==> config.mk <==
export PLATFORM = sky130hd
export DESIGN_NAME = clkdiv_multi_flat
export DESIGN_NICKNAME = d
export VERILOG_FILES = /design/src/rtl/clkdiv_pkg.sv /design/src/rtl/clkdiv_multi_if.sv /design/src/rtl/clkdiv_chan.sv /design/src/rtl/clkdiv_multi.sv /design/src/flat_wrapper.sv
export SDC_FILE = /design/constraint.sdc
export NUM_CORES = 1
export LEC_CHECK = 0
export ABC_AREA = 1
export CAP_MARGIN = 25
export CORE_MARGIN = 2
export CORE_UTILIZATION = 55
export CTS_CLUSTER_DIAMETER = 120
export CTS_CLUSTER_SIZE = 28
export DETAILED_ROUTE_END_ITERATION = 6
export PLACE_DENSITY = 0.75
export SYNTH_ARGS = -nofsm -noshare
export SYNTH_HDL_FRONTEND = slang
export SYNTH_HIERARCHICAL = 1
export SYNTH_SLANG_ARGS = --single-unit
==> constraint.sdc <==
create_clock -name clk -period 5.85 [get_ports clk]
set_input_delay 1.17 -clock clk [delete_from_list [all_inputs] [get_ports clk]]
set_output_delay 1.17 -clock clk [all_outputs]
set_load 0.01 [all_outputs]
==> src/rtl/clkdiv_pkg.sv <==
// rtl/clkdiv_pkg.sv - shared constants, channel state type and width helper for clkdiv_multi
package clkdiv_pkg;

  localparam int MAX_CH        = 16;
  localparam int MAX_CNT_W     = 32;
  localparam int DEFAULT_DIV_C = 25_000_000;

  // State is held at the widest supported counter width; unused upper bits stay zero.
  typedef struct packed {
    logic [MAX_CNT_W-1:0] cnt;
    logic [MAX_CNT_W-1:0] div_act;
    logic [MAX_CNT_W-1:0] div_shadow;
    logic                 pending;
    logic                 clk_div;
  } chan_state_t;

  function automatic int ch_w(input int n);
    return (n <= 1) ? 1 : $clog2(n);
  endfunction

endpackage

==> src/rtl/clkdiv_multi_if.sv <==
// rtl/clkdiv_multi_if.sv - enable, divisor-load handshake and divided outputs of clkdiv_multi
interface clkdiv_multi_if #(
  parameter int NUM_CH = 4,
  parameter int CNT_W  = 26
);
  localparam int CH_W = clkdiv_pkg::ch_w(NUM_CH);

  logic [NUM_CH-1:0] en;
  logic              load;
  logic [CH_W-1:0]   load_ch;
  logic [CNT_W-1:0]  load_val;
  logic              load_ack;
  logic              load_err;
  logic [NUM_CH-1:0] clk_div;
  logic [NUM_CH-1:0] tick;

  modport master (
    output en, load, load_ch, load_val,
    input  load_ack, load_err, clk_div, tick
  );

  modport slave (
    input  en, load, load_ch, load_val,
    output load_ack, load_err, clk_div, tick
  );

endinterface

==> src/rtl/clkdiv_chan.sv <==
// rtl/clkdiv_chan.sv - one divider channel: half-period counter, shadow divisor commit, tick
module clkdiv_chan import clkdiv_pkg::*; #(
  parameter int CNT_W       = 26,
  parameter int DEFAULT_DIV = DEFAULT_DIV_C
) (
  input  logic             clk,
  input  logic             rst,
  input  logic             en,
  input  logic             wr,
  input  logic [CNT_W-1:0] wr_val,
  output logic             clk_div,
  output logic             tick
);

  chan_state_t st_q, st_d;
  logic        tick_q, tick_d;
  logic        term;

  always_comb begin
    st_d   = st_q;
    tick_d = 1'b0;
    term   = (st_q.cnt == st_q.div_act - 1'b1);

    if (st_q.div_act == '0) begin
      st_d.cnt     = '0;
      st_d.clk_div = 1'b0;
      if (st_q.pending) begin
        st_d.div_act = st_q.div_shadow;
        st_d.pending = 1'b0;
      end
    end else if (!en) begin
      // Paused channel takes a pending divisor straight away without toggling.
      if (st_q.pending) begin
        st_d.div_act = st_q.div_shadow;
        st_d.cnt     = '0;
        st_d.pending = 1'b0;
      end
    end else if (term) begin
      st_d.cnt     = '0;
      st_d.clk_div = ~st_q.clk_div;
      tick_d       = ~st_q.clk_div;
      if (st_q.pending) begin
        st_d.div_act = st_q.div_shadow;
        st_d.pending = 1'b0;
      end
    end else begin
      st_d.cnt = st_q.cnt + 1'b1;
    end

    // A write on the commit edge lands after the commit, so it stays pending.
    if (wr) begin
      st_d.div_shadow = MAX_CNT_W'(wr_val);
      st_d.pending    = 1'b1;
    end
  end

  always_ff @(posedge clk) begin
    if (rst) begin
      st_q <= '{cnt:        '0,
                div_act:    MAX_CNT_W'(DEFAULT_DIV),
                div_shadow: MAX_CNT_W'(DEFAULT_DIV),
                pending:    1'b0,
                clk_div:    1'b0};
      tick_q <= 1'b0;
    end else begin
      st_q   <= st_d;
      tick_q <= tick_d;
    end
  end

  assign clk_div = st_q.clk_div;
  assign tick    = tick_q;

endmodule

==> src/rtl/clkdiv_multi.sv <==
// rtl/clkdiv_multi.sv - multi-channel programmable clock divider with divisor load handshake
module clkdiv_multi import clkdiv_pkg::*; #(
  parameter int NUM_CH      = 4,
  parameter int CNT_W       = 26,
  parameter int DEFAULT_DIV = DEFAULT_DIV_C
) (
  input  logic           clk,
  input  logic           rst,
  clkdiv_multi_if.slave  bus
);

  logic              load_valid;
  logic              load_ack_q, load_ack_d;
  logic              load_err_q, load_err_d;
  logic [NUM_CH-1:0] wr;
  logic [NUM_CH-1:0] clk_div_w;
  logic [NUM_CH-1:0] tick_w;

  always_comb begin
    load_valid = bus.load && (32'(bus.load_ch) < 32'(NUM_CH));
    load_ack_d = load_valid;
    load_err_d = bus.load && !load_valid;
  end

  always_ff @(posedge clk) begin
    if (rst) begin
      load_ack_q <= 1'b0;
      load_err_q <= 1'b0;
    end else begin
      load_ack_q <= load_ack_d;
      load_err_q <= load_err_d;
    end
  end

  for (genvar i = 0; i < NUM_CH; i++) begin : g_ch
    assign wr[i] = load_valid && (32'(bus.load_ch) == 32'(i));

    clkdiv_chan #(
      .CNT_W       (CNT_W),
      .DEFAULT_DIV (DEFAULT_DIV)
    ) u_chan (
      .clk     (clk),
      .rst     (rst),
      .en      (bus.en[i]),
      .wr      (wr[i]),
      .wr_val  (bus.load_val),
      .clk_div (clk_div_w[i]),
      .tick    (tick_w[i])
    );
  end

  assign bus.clk_div  = clk_div_w;
  assign bus.tick     = tick_w;
  assign bus.load_ack = load_ack_q;
  assign bus.load_err = load_err_q;

endmodule

==> src/flat_wrapper.sv <==
// flat-port wrapper written by rule: the top's interface ports become plain ports
module clkdiv_multi_flat import clkdiv_pkg::*;
#(
  parameter int NUM_CH      = 4,
  parameter int CNT_W       = 26,
  parameter int DEFAULT_DIV = DEFAULT_DIV_C
)
  (clk, rst, bus_en, bus_load, bus_load_ch, bus_load_val, bus_load_ack, bus_load_err, bus_clk_div, bus_tick);
  clkdiv_multi_if #(.NUM_CH(NUM_CH), .CNT_W(CNT_W)) bus_i ();
  input  logic clk;
  input  logic rst;
  input wire logic [$bits(bus_i.en)-1:0] bus_en;
  input wire logic [$bits(bus_i.load)-1:0] bus_load;
  input wire logic [$bits(bus_i.load_ch)-1:0] bus_load_ch;
  input wire logic [$bits(bus_i.load_val)-1:0] bus_load_val;
  output wire logic [$bits(bus_i.load_ack)-1:0] bus_load_ack;
  output wire logic [$bits(bus_i.load_err)-1:0] bus_load_err;
  output wire logic [$bits(bus_i.clk_div)-1:0] bus_clk_div;
  output wire logic [$bits(bus_i.tick)-1:0] bus_tick;
  assign bus_i.en = bus_en;
  assign bus_i.load = bus_load;
  assign bus_i.load_ch = bus_load_ch;
  assign bus_i.load_val = bus_load_val;
  assign bus_load_ack = bus_i.load_ack;
  assign bus_load_err = bus_i.load_err;
  assign bus_clk_div = bus_i.clk_div;
  assign bus_tick = bus_i.tick;
  clkdiv_multi #(.NUM_CH(NUM_CH), .CNT_W(CNT_W), .DEFAULT_DIV(DEFAULT_DIV)) u_core (.clk(clk), .rst(rst), .bus(bus_i));
endmodule
==> summary.md, run 1 <==
| Metric | Value |
|---|---|
| Layout cells sized above 1 | 0.04551 |
| Vias in the first global route | approximately 22000 |
| CP Data Arrival Time | around 4 ns |
| Worst-case reg-to-reg path depth | 18 |
| Clk_lat worst skew | approximately 0.55 ns |
| Critical path peak fanout | 40 |
| Most frequent cell after synthesis | nand2_1 |
| Reg clk slew, reported paths | ~0.11 ns |
| Congestion Overflow GR | 0 |
| Total power | about 5 mW |
| Hold/Removal Path Class | reg -> reg |
| Post-Place Worst Slack | around 2.4 ns |
| Seq pwr share | 0.537 |
| Hold path depth | 2 |
| DRT met1 WL | approximately 32000 um |
| GP Congestion | between 0.9 and 1 |
| Area grow syn2layout | 5.198% |
| Sequential fraction of the synthesis area | 0.3078 |
| Post-route ant nets | 0 |
| Initial DRT Pass Iterations | 6 |
| Routed met2 length | around 29000 um |
| Cell variety after synth | 42 |
| TritonCTS clock tree | built |
| Worst VDD drop | 0.2506 mV |
| Height of the die | about 210 um |
| Worst path cell trace | inv_1, ha_1, nand2_4, nor2_4, nand2_2, nor2_1, nand2_1, nand2_1, nand3_1, nor2_1, nand3_1, nor2_1, nand2_2, nand2_4, nand2_4, nand2_1, nand2_1, nor2_1 |
| Combinational power share | 0.167 |
| Synth top area share | 0.3078 |
| Largest family of logic cells by synthesized area | simple AND/OR/NAND/NOR gates |
| Synth Area in Compound Gates | 0.08829 |
| Nets@finish | around 3900 |
| Synth Area in Simple Gates | 0.4406 |
| Crit end category | flop |
| Main area contributors after synthesis | dfxtp_1 31%, nand2_1 17%, nor2_1 9.4% |
| Setup Viol. Count Final | 0 |
| Post-route setup slack | between 2 and 2.5 ns |
| Synth Area per Inst | around 6 um^2 |
| Multiplexer area fraction after synthesis | 0 |
| Register-to-register setup slack | approximately 2.3 ns |
| Req. time, crit path | between 6 and 7 ns |
| Initial Utilization | 0.5608 |
| Number of flops mapped to enable cells by yosys | 0 |
| Post-synth ARST share | 0 |
| Net load switching power | 1.512 mW |
| Post-synthesis instance total | 3947 |
| Max Buffers Root-to-Sink | 3 |
| Max_cap viols | 0 |
| Max Clk Rate | around 280 MHz |
| # resized after CTS | 0 |
| Global-route wire length before repair | roughly 110000 um |
| Largest stage delay, worst path | around 0.44 ns |
| Max Transition Viols Final | 0 |
| TNS Setup | 0 ns |
| DIE WIDTH | between 200 and 250 um |
| Core Region | 0.04327 mm^2 |
| Number of I/O pins | 45 |
| Adder-Cell Fraction of Synth Area | 0.006188 |
| Initial antenna violation count | 0 |
| DR top layer | met4 |
| Remaining DRCs | 0 |
| Cell Area, Synth | about 0.024 mm^2 |
| Cell Pwr Density | between 150 and 200 mW/mm^2 |
| Final min period | 3.510 ns |
| Avg WL per Cell | 14.89 um |
| Worst slew pin tran | approximately 0.86 ns |
| DR WL met3 | a little under 4000 um |
| LEAKAGE | about 11 nW |
| Kind of critical path | reg -> reg |
| Clk network pwr share | 0.296 |
| Total Routing Usage GR | 0.2794 |
| CTS Buf Count | 17 |
| H-tree lvl count | 1 |
| Post-synth top cells | 1078 x nand2_1, 605 x nor2_1, 373 x dfxtp_1, 358 x nand3_1, 331 x inv_1 |
| Main flop type after synthesis | dfxtp_1 |
| Initial DRC count | ~2200 |
| Status | completed |
| Worst slew margin | 0.4260 |
| Switching share of total power | 0.2965 |
| Clk_skew | about 0.022 ns |
| Int Power | about 3.6 mW |
| Post-Route WL | between 60000 and 70000 um |
| Post-synthesis xor/xnor area fraction | 0.07189 |
| IO Port Bufs | 43 |
| Clock sinks | roughly 370 |
| Worst Setup Start Kind | flop |
| Clk Tree Root Cell | clkbuf_16 |
| Largest net degree at the start of global routing | 56 |
| Vias post-DR | approximately 24000 |
| Crit share post-route | 0.5999 |
| # diodes | 0 |
| Hold-fix buffers, CTS | 0 |
| HPWL after detailed placement | just under 50000 um |
| Synthesized flop and latch total | about 370 |
| Hold Vio Cnt, Final | 0 |
| RSZ-0062 raised after global routing | false |
| Post-CTS Repair Setup Buffers | 0 |
| Syn Nets | between 3000 and 4000 |
| Vias per std cell | about 5.5 |
| Worst path slowest cell | nand2_2 |
| Synth warn | 6 |
| Post-synth top area cell | dfxtp_1 |
| Total die area | 0.04581 mm^2 |
| FP Rows | 76 |
metal layers:
metal / vias to the layer above / global-route usage
li1: 12480 / -
met1: 11210 / 0.4058
met2: 672 / 0.4458
met3: 76 / 0.03234
met4: 0 / 0.05781
met5: - / 0
per-stage QoR:
stage / cell area [um^2] / cells / utilization / hold slack, ns
2_1_floorplan: 24260 / 3947 / - / 0.4292
3_3_place_gp: 24900 / 4427 / 0.5754 / 0.4387
3_5_place_dp: 24920 / 4428 / 0.5759 / 0.4427
4_1_cts: 25440 / 4449 / 0.5880 / 0.4697
5_1_grt: 25520 / 4452 / 0.5899 / 0.4879
6_report: 25520 / 4452 / 0.5899 / 0.4670
cells in the final DEF, fill, tap and decap left out, types with 26 or more instances in the layout:
cell and instances:
inv_1 331, a21oi_1 174, o21ai_0 204, nor2_2 32, nand2_2 26, nand3b_1 52
or2_2 30, nor3_1 60, clkdlybuf4s50_1 43, dfxtp_1 373, nand2_1 1078, buf_4 27
nor2_1 601, xnor2_1 40, xor2_1 138, nand3_1 358, nand4_1 134
critical path: cells and delay by family, from the launching register on:
family,cells,cell delay (ns)
DFF,1,0.34
buffers and inverters,1,0.12
adders and majority gates,1,0.26
and+or+nand+nor,16,2.72
state kept, by name (all words and copies together) (netlist names):
| name | flops |
|---|---|
| u_core/g_ch.u_chan/tick | 4 |
| u_core/g_ch.u_chan/clk_div | 4 |
| u_core/g_ch.u_chan/st_q | 364 |
| u_core/bus.load_ack | 1 |
final cells by class:
type / instances / area, um^2
clock buffers: 17 / 425.4
clock inverters: 4 / 98.84
fillers: 4388 / 17740
inverters: 349 / 1310
multi-input cells: 3050 / 14750
flip-flops and latches: 373 / 7467
well taps: 585 / 732.0
repair buffers: 74 / 735.7
power groups by stage:
stage / Clock (mW) / Combinational [mW] / Sequential [mW]
global placement: 0 / 0.817 / 2.79
floorplan: 0 / 0.638 / 2.76
CTS: 1.56 / 0.834 / 2.74
finish: 1.51 / 0.850 / 2.74
detailed placement: 0 / 0.829 / 2.80
global route: 1.64 / 0.963 / 2.75
final timing paths:
path | start | to
setup / recovery | u_core/g_ch[1].u_chan/st_q[35]$_SDFFE_PP0P_ | u_core/g_ch[1].u_chan/st_q[36]$_SDFFE_PP0P_
setup reg to reg | u_core/g_ch[1].u_chan/st_q[35]$_SDFFE_PP0P_ | u_core/g_ch[1].u_chan/st_q[36]$_SDFFE_PP0P_
hold reg to reg | u_core/g_ch[3].u_chan/st_q[8]$_SDFFE_PP1P_ | u_core/g_ch[3].u_chan/st_q[8]$_SDFFE_PP1P_
hold / removal | u_core/g_ch[3].u_chan/st_q[8]$_SDFFE_PP1P_ | u_core/g_ch[3].u_chan/st_q[8]$_SDFFE_PP1P_
cell families (layout without fill, tap and decap cells):
family	Yosys count	count (layout)
compound gates	416	416
flops	373	373
buf+inv	524	444
other cells	1	1
fa+ha+maj	12	12
xor+xnor	186	186
simple gates	2435	2435
Note: power is estimated with default switching activity, not from simulation.
==> run 2, diff against run 1 <==
--- a/config.mk
+++ b/config.mk
@@ -12,7 +12,7 @@
 export CTS_CLUSTER_DIAMETER = 120
 export CTS_CLUSTER_SIZE = 28
 export DETAILED_ROUTE_END_ITERATION = 6
-export PLACE_DENSITY = 0.75
+export PLACE_DENSITY = 0.77
 export SYNTH_ARGS = -nofsm -noshare
 export SYNTH_HDL_FRONTEND = slang
 export SYNTH_HIERARCHICAL = 1
==> constraint.sdc (replaced) <==
create_clock -name clk -period 3.1 [get_ports clk]
set_input_delay 0.62 -clock clk [delete_from_list [all_inputs] [get_ports clk]]
set_output_delay 0.62 -clock clk [all_outputs]
set_load 0.01 [all_outputs]
==> run 2 against run 1 <==
Compared with the run above: cell count increased by 0.34%; largest cell class unchanged; via count up 0.33%; critical endpoint is now u_core/g_ch[2].u_chan/st_q[70]$_SDFFE_PP0P_; die area unchanged; non-clock buffer count is 16 higher; power is 84% higher; clock skew is 0.0019 ns lower; combinational power rose by 91%; clock power grew 72%; wire length up 2.2%; first-iteration DRC count barely moved; register-to-register slack got worse by 2.0 ns; utilization up 0.21 points.
==> summary.md, run 2 (synthesis results as in run 1) <==
| Metric | Value |
|---|---|
| Max Clk Rate | 357.4 MHz (was 284.9 MHz) |
| Leading cell type in the layout, fill and taps excluded | nand2_1 (unchanged) |
| Layout cells sized above 1 | 0.04920 (was 0.04551) |
| FP Rows | 76 (unchanged) |
| Remaining DRCs | 0 (unchanged) |
| CTS Buf Count | 17 (unchanged) |
| Height of the die | 214.0 um (unchanged) |
| Vias post-DR | 24520 (was 24430) |
| Number of flip-flops in the largest register | 364 (unchanged) |
| Max Buffers Root-to-Sink | 3 (unchanged) |
| Initial DRC count | 2176 (was 2174) |
| # resized after CTS | 0 (unchanged) |
| Crit share post-route | 0.9026 (was 0.5999) |
| Initial Utilization | 0.5608 (unchanged) |
| Req. time, crit path | 3.58 ns (was 6.34 ns) |
| RSZ-0062 raised after global routing | false (unchanged) |
| Largest stage delay, worst path | 0.36 ns (was 0.44 ns) |
| R2R Path Start | u_core/g_ch[2].u_chan/st_q[34]$_SDFFE_PP0P_ (was u_core/g_ch[1].u_chan/st_q[35]$_SDFFE_PP0P_) |
| Initial antenna violation count | 1 (was 0) |
| Final min period | 2.798 ns (was 3.510 ns) |
| Status | completed (unchanged) |
| Core Region | 0.04327 mm^2 (unchanged) |
| TNS Setup | 0 ns (unchanged) |
| Clock sinks | 373 (unchanged) |
| Clk_lat worst skew | 0.55 ns (about the same) |
| Vias per std cell | 5.488 (about the same) |
| Cell Pwr Density | 366.7 mW/mm^2 (was 199.8 mW/mm^2) |
| Largest Register | u_core/g_ch.u_chan/st_q (unchanged) |
| Crit end category | flop (unchanged) |
| Design area | 0.02561 mm^2 (was 0.02552 mm^2) |
| Grt met2 use | 0.4591 (was 0.4458) |
| Hold Vio Cnt, Final | 0 (unchanged) |
| WHS | 0.4710 ns (was 0.4670 ns) |
| Worst VDD drop | 0.3025 mV (was 0.2506 mV) |
| Critical R2R Capture | u_core/g_ch[2].u_chan/st_q[70]$_SDFFE_PP0P_ (was u_core/g_ch[1].u_chan/st_q[36]$_SDFFE_PP0P_) |
| Clk Tree Root Cell | clkbuf_16 (unchanged) |
| Post-Route WL | 67760 um (was 66290 um) |
| Register-to-register setup slack | 0.30 ns (was 2.34 ns) |
| Total power | 9.393 mW (was 5.100 mW) |
| Clk_skew | 0.02032 ns (was 0.02223 ns) |
| Seq pwr share | 0.550 (was 0.537) |
| TritonCTS clock tree | built (unchanged) |
| WP buf/inv | 2 (was 1) |
| Int Power | 6.527 mW (was 3.588 mW) |
| Total Routing Usage GR | 0.2877 (was 0.2794) |
| GR Layer Usage met1 | 0.4188 (was 0.4058) |
| Post-CTS Repair Setup Buffers | 0 (unchanged) |
| Worst Setup Start Kind | flop (unchanged) |
| Logic depth of the worst path, buffers included | 14 (was 18) |
| Worst-case reg-to-reg path depth | 14 (was 18) |
| Busiest grt layer | met2 (unchanged) |
| Hold-fix buffers, CTS | 0 (unchanged) |
| Clk network pwr share | 0.277 (was 0.296) |
| Kind of critical path | reg -> reg (unchanged) |
| IO Port Bufs | 43 (unchanged) |
| CP startpoint | u_core/g_ch[2].u_chan/st_q[34]$_SDFFE_PP0P_ (was u_core/g_ch[1].u_chan/st_q[35]$_SDFFE_PP0P_) |
| Max Transition Viols Final | 0 (unchanged) |
| Vias in the first global route | 21840 (was 21650) |
| Worst slew pin tran | 0.6967 ns (was 0.8600 ns) |
| Nets@finish | 3928 (was 3912) |
| Largest net degree at the start of global routing | 59 (was 56) |
| Total die area | 0.04581 mm^2 (unchanged) |
| Worst slew margin | 0.5307 (was 0.4260) |
| DIE WIDTH | 214.0 um (unchanged) |
| Critical path peak fanout | 33 (was 40) |
| GP Congestion | 0.9975 (was 0.9880) |
| Commonest non-fill, non-tap cells in the layout | 1078 x nand2_1, 601 x nor2_1, 373 x dfxtp_1 (unchanged) |
| Worst path slowest cell | buf_4 (was nand2_2) |
| Max_cap viols | 0 (unchanged) |
| H-tree lvl count | 1 (unchanged) |
| Area grow syn2layout | 5.570% (was 5.198%) |
| Post-route ant nets | 0 (unchanged) |
| LEAKAGE | 10.87 nW (was 10.82 nW) |
| # diodes | 0 (unchanged) |
| HPWL after detailed placement | 50590 um (was 48560 um) |
| Hold/Removal Path Class | reg -> reg (unchanged) |
| Initial DRT Pass Iterations | 7 (was 6) |
| Net load switching power | 2.866 mW (was 1.512 mW) |
| Avg WL per Cell | 15.17 um (was 14.89 um) |
| CP Data Arrival Time | 3.28 ns (was 4.00 ns) |
| Placement Cell Area | 0.02508 mm^2 (was 0.02492 mm^2) |
| Delay-heaviest family, CP | simple AND/OR/NAND/NOR gates (unchanged) |
| Switching share of total power | 0.3052 (was 0.2965) |
| Post-layout util | 0.5920 (was 0.5899) |
| Met3 usage | 0.02837 (was 0.03234) |
| Congestion Overflow GR | 0 (unchanged) |
| Setup Viol. Count Final | 0 (unchanged) |
| Reg clk slew, reported paths | 0.11 ns (about the same) |
| Worst path cell trace | inv_1, ha_1, nand2_2, nor2_2, nand2_1, or2_1, nand3_1, nor2_1, nand3_1, nor2_2, nand2_2, buf_4, nand4_1, a21oi_1 (was inv_1, ha_1, nand2_4, nor2_4, nand2_2, nor2_1, nand2_1, nand2_1, nand3_1, nor2_1, nand3_1, nor2_1, nand2_2, nand2_4, nand2_4, nand2_1, nand2_1, nor2_1) |
| Crit path to | u_core/g_ch[2].u_chan/st_q[70]$_SDFFE_PP0P_ (was u_core/g_ch[1].u_chan/st_q[36]$_SDFFE_PP0P_) |
| Global-route wire length before repair | 111400 um (was 109200 um) |
| Combinational power share | 0.172 (was 0.167) |
| Number of I/O pins | 45 (unchanged) |
[run 2: changes by cell type in the layout (fill, tap and decap cells not counted), moves of 2 or more]
cell       delta
nand2_4       -7
nand2_8       +8
buf_12        +2
bufinv_16     -3
buf_16        -3
buf_4        +16
[run 2: area by class of cell]
cell class	instances	area [um^2]
fill	4385	17650
multi-input combinational	3050	14830
sequential	373	7467
inverter	349	1310
timing repair buffer	90	824.5
tap	585	732.0
clock buffer	17	425.4
clock inverter	3	25.02
[run 2: power groups by stage]
| stage | combinational (mW) | clock (mW) | sequential [mW] |
|---|---|---|---|
| finish | 1.62 | 2.60 | 5.17 |
| detailed placement | 1.58 | 0 | 5.28 |
| global route | 1.83 | 2.85 | 5.19 |
| floorplan | 1.20 | 0 | 5.21 |
| CTS | 1.59 | 2.69 | 5.17 |
| global placement | 1.57 | 0 | 5.27 |
[run 2: through the flow]
| stage | std cells | setup slack, ns |
|---|---|---|
| after global routing | 4467 | 0.01758 |
| after CTS | 4467 | 0.1817 |
| after global placement | 4447 | 0.2720 |
| final | 4467 | 0.3019 |
| after detailed placement | 4447 | 0.2312 |
| after floorplan | 3947 | 0.7938 |
[run 2: metal layers]
metal / share of wire / vias to the layer above
li1: - / 12520
met1: 0.48 / 11230
met2: 0.44 / 674
met3: 0.059 / 91
met4: 0.020 / 2
met5: 0.00022 / -
[run 2: worst min-delay path by stage]
stage                                                           start                                     endpoint  slack [ns]  cells past startpoint
after detailed placement  u_core/g_ch[0].u_chan/st_q[13]$_SDFFE_PP1P_  u_core/g_ch[0].u_chan/st_q[13]$_SDFFE_PP1P_        0.44                      2
after global routing      u_core/g_ch[2].u_chan/st_q[18]$_SDFFE_PP1P_  u_core/g_ch[2].u_chan/st_q[18]$_SDFFE_PP1P_        0.49                      2
final                      u_core/g_ch[1].u_chan/st_q[8]$_SDFFE_PP1P_   u_core/g_ch[1].u_chan/st_q[8]$_SDFFE_PP1P_        0.47                      2
after CTS                 u_core/g_ch[0].u_chan/st_q[13]$_SDFFE_PP1P_  u_core/g_ch[0].u_chan/st_q[13]$_SDFFE_PP1P_        0.47                      2
after global placement     u_core/g_ch[1].u_chan/st_q[8]$_SDFFE_PP1P_   u_core/g_ch[1].u_chan/st_q[8]$_SDFFE_PP1P_        0.44                      2
after floorplan           u_core/g_ch[0].u_chan/st_q[13]$_SDFFE_PP1P_  u_core/g_ch[0].u_chan/st_q[13]$_SDFFE_PP1P_        0.43                      2
[run 2: worst reg2reg max path, delay by kind of cell (launching register included)]
family,cells,cell delay (ns)
AOI/OAI and AO/OA,1,0.14
adders and majority gates,1,0.22
DFF,1,0.32
buffers and inverters,2,0.50
and+or+nand+nor,10,1.57
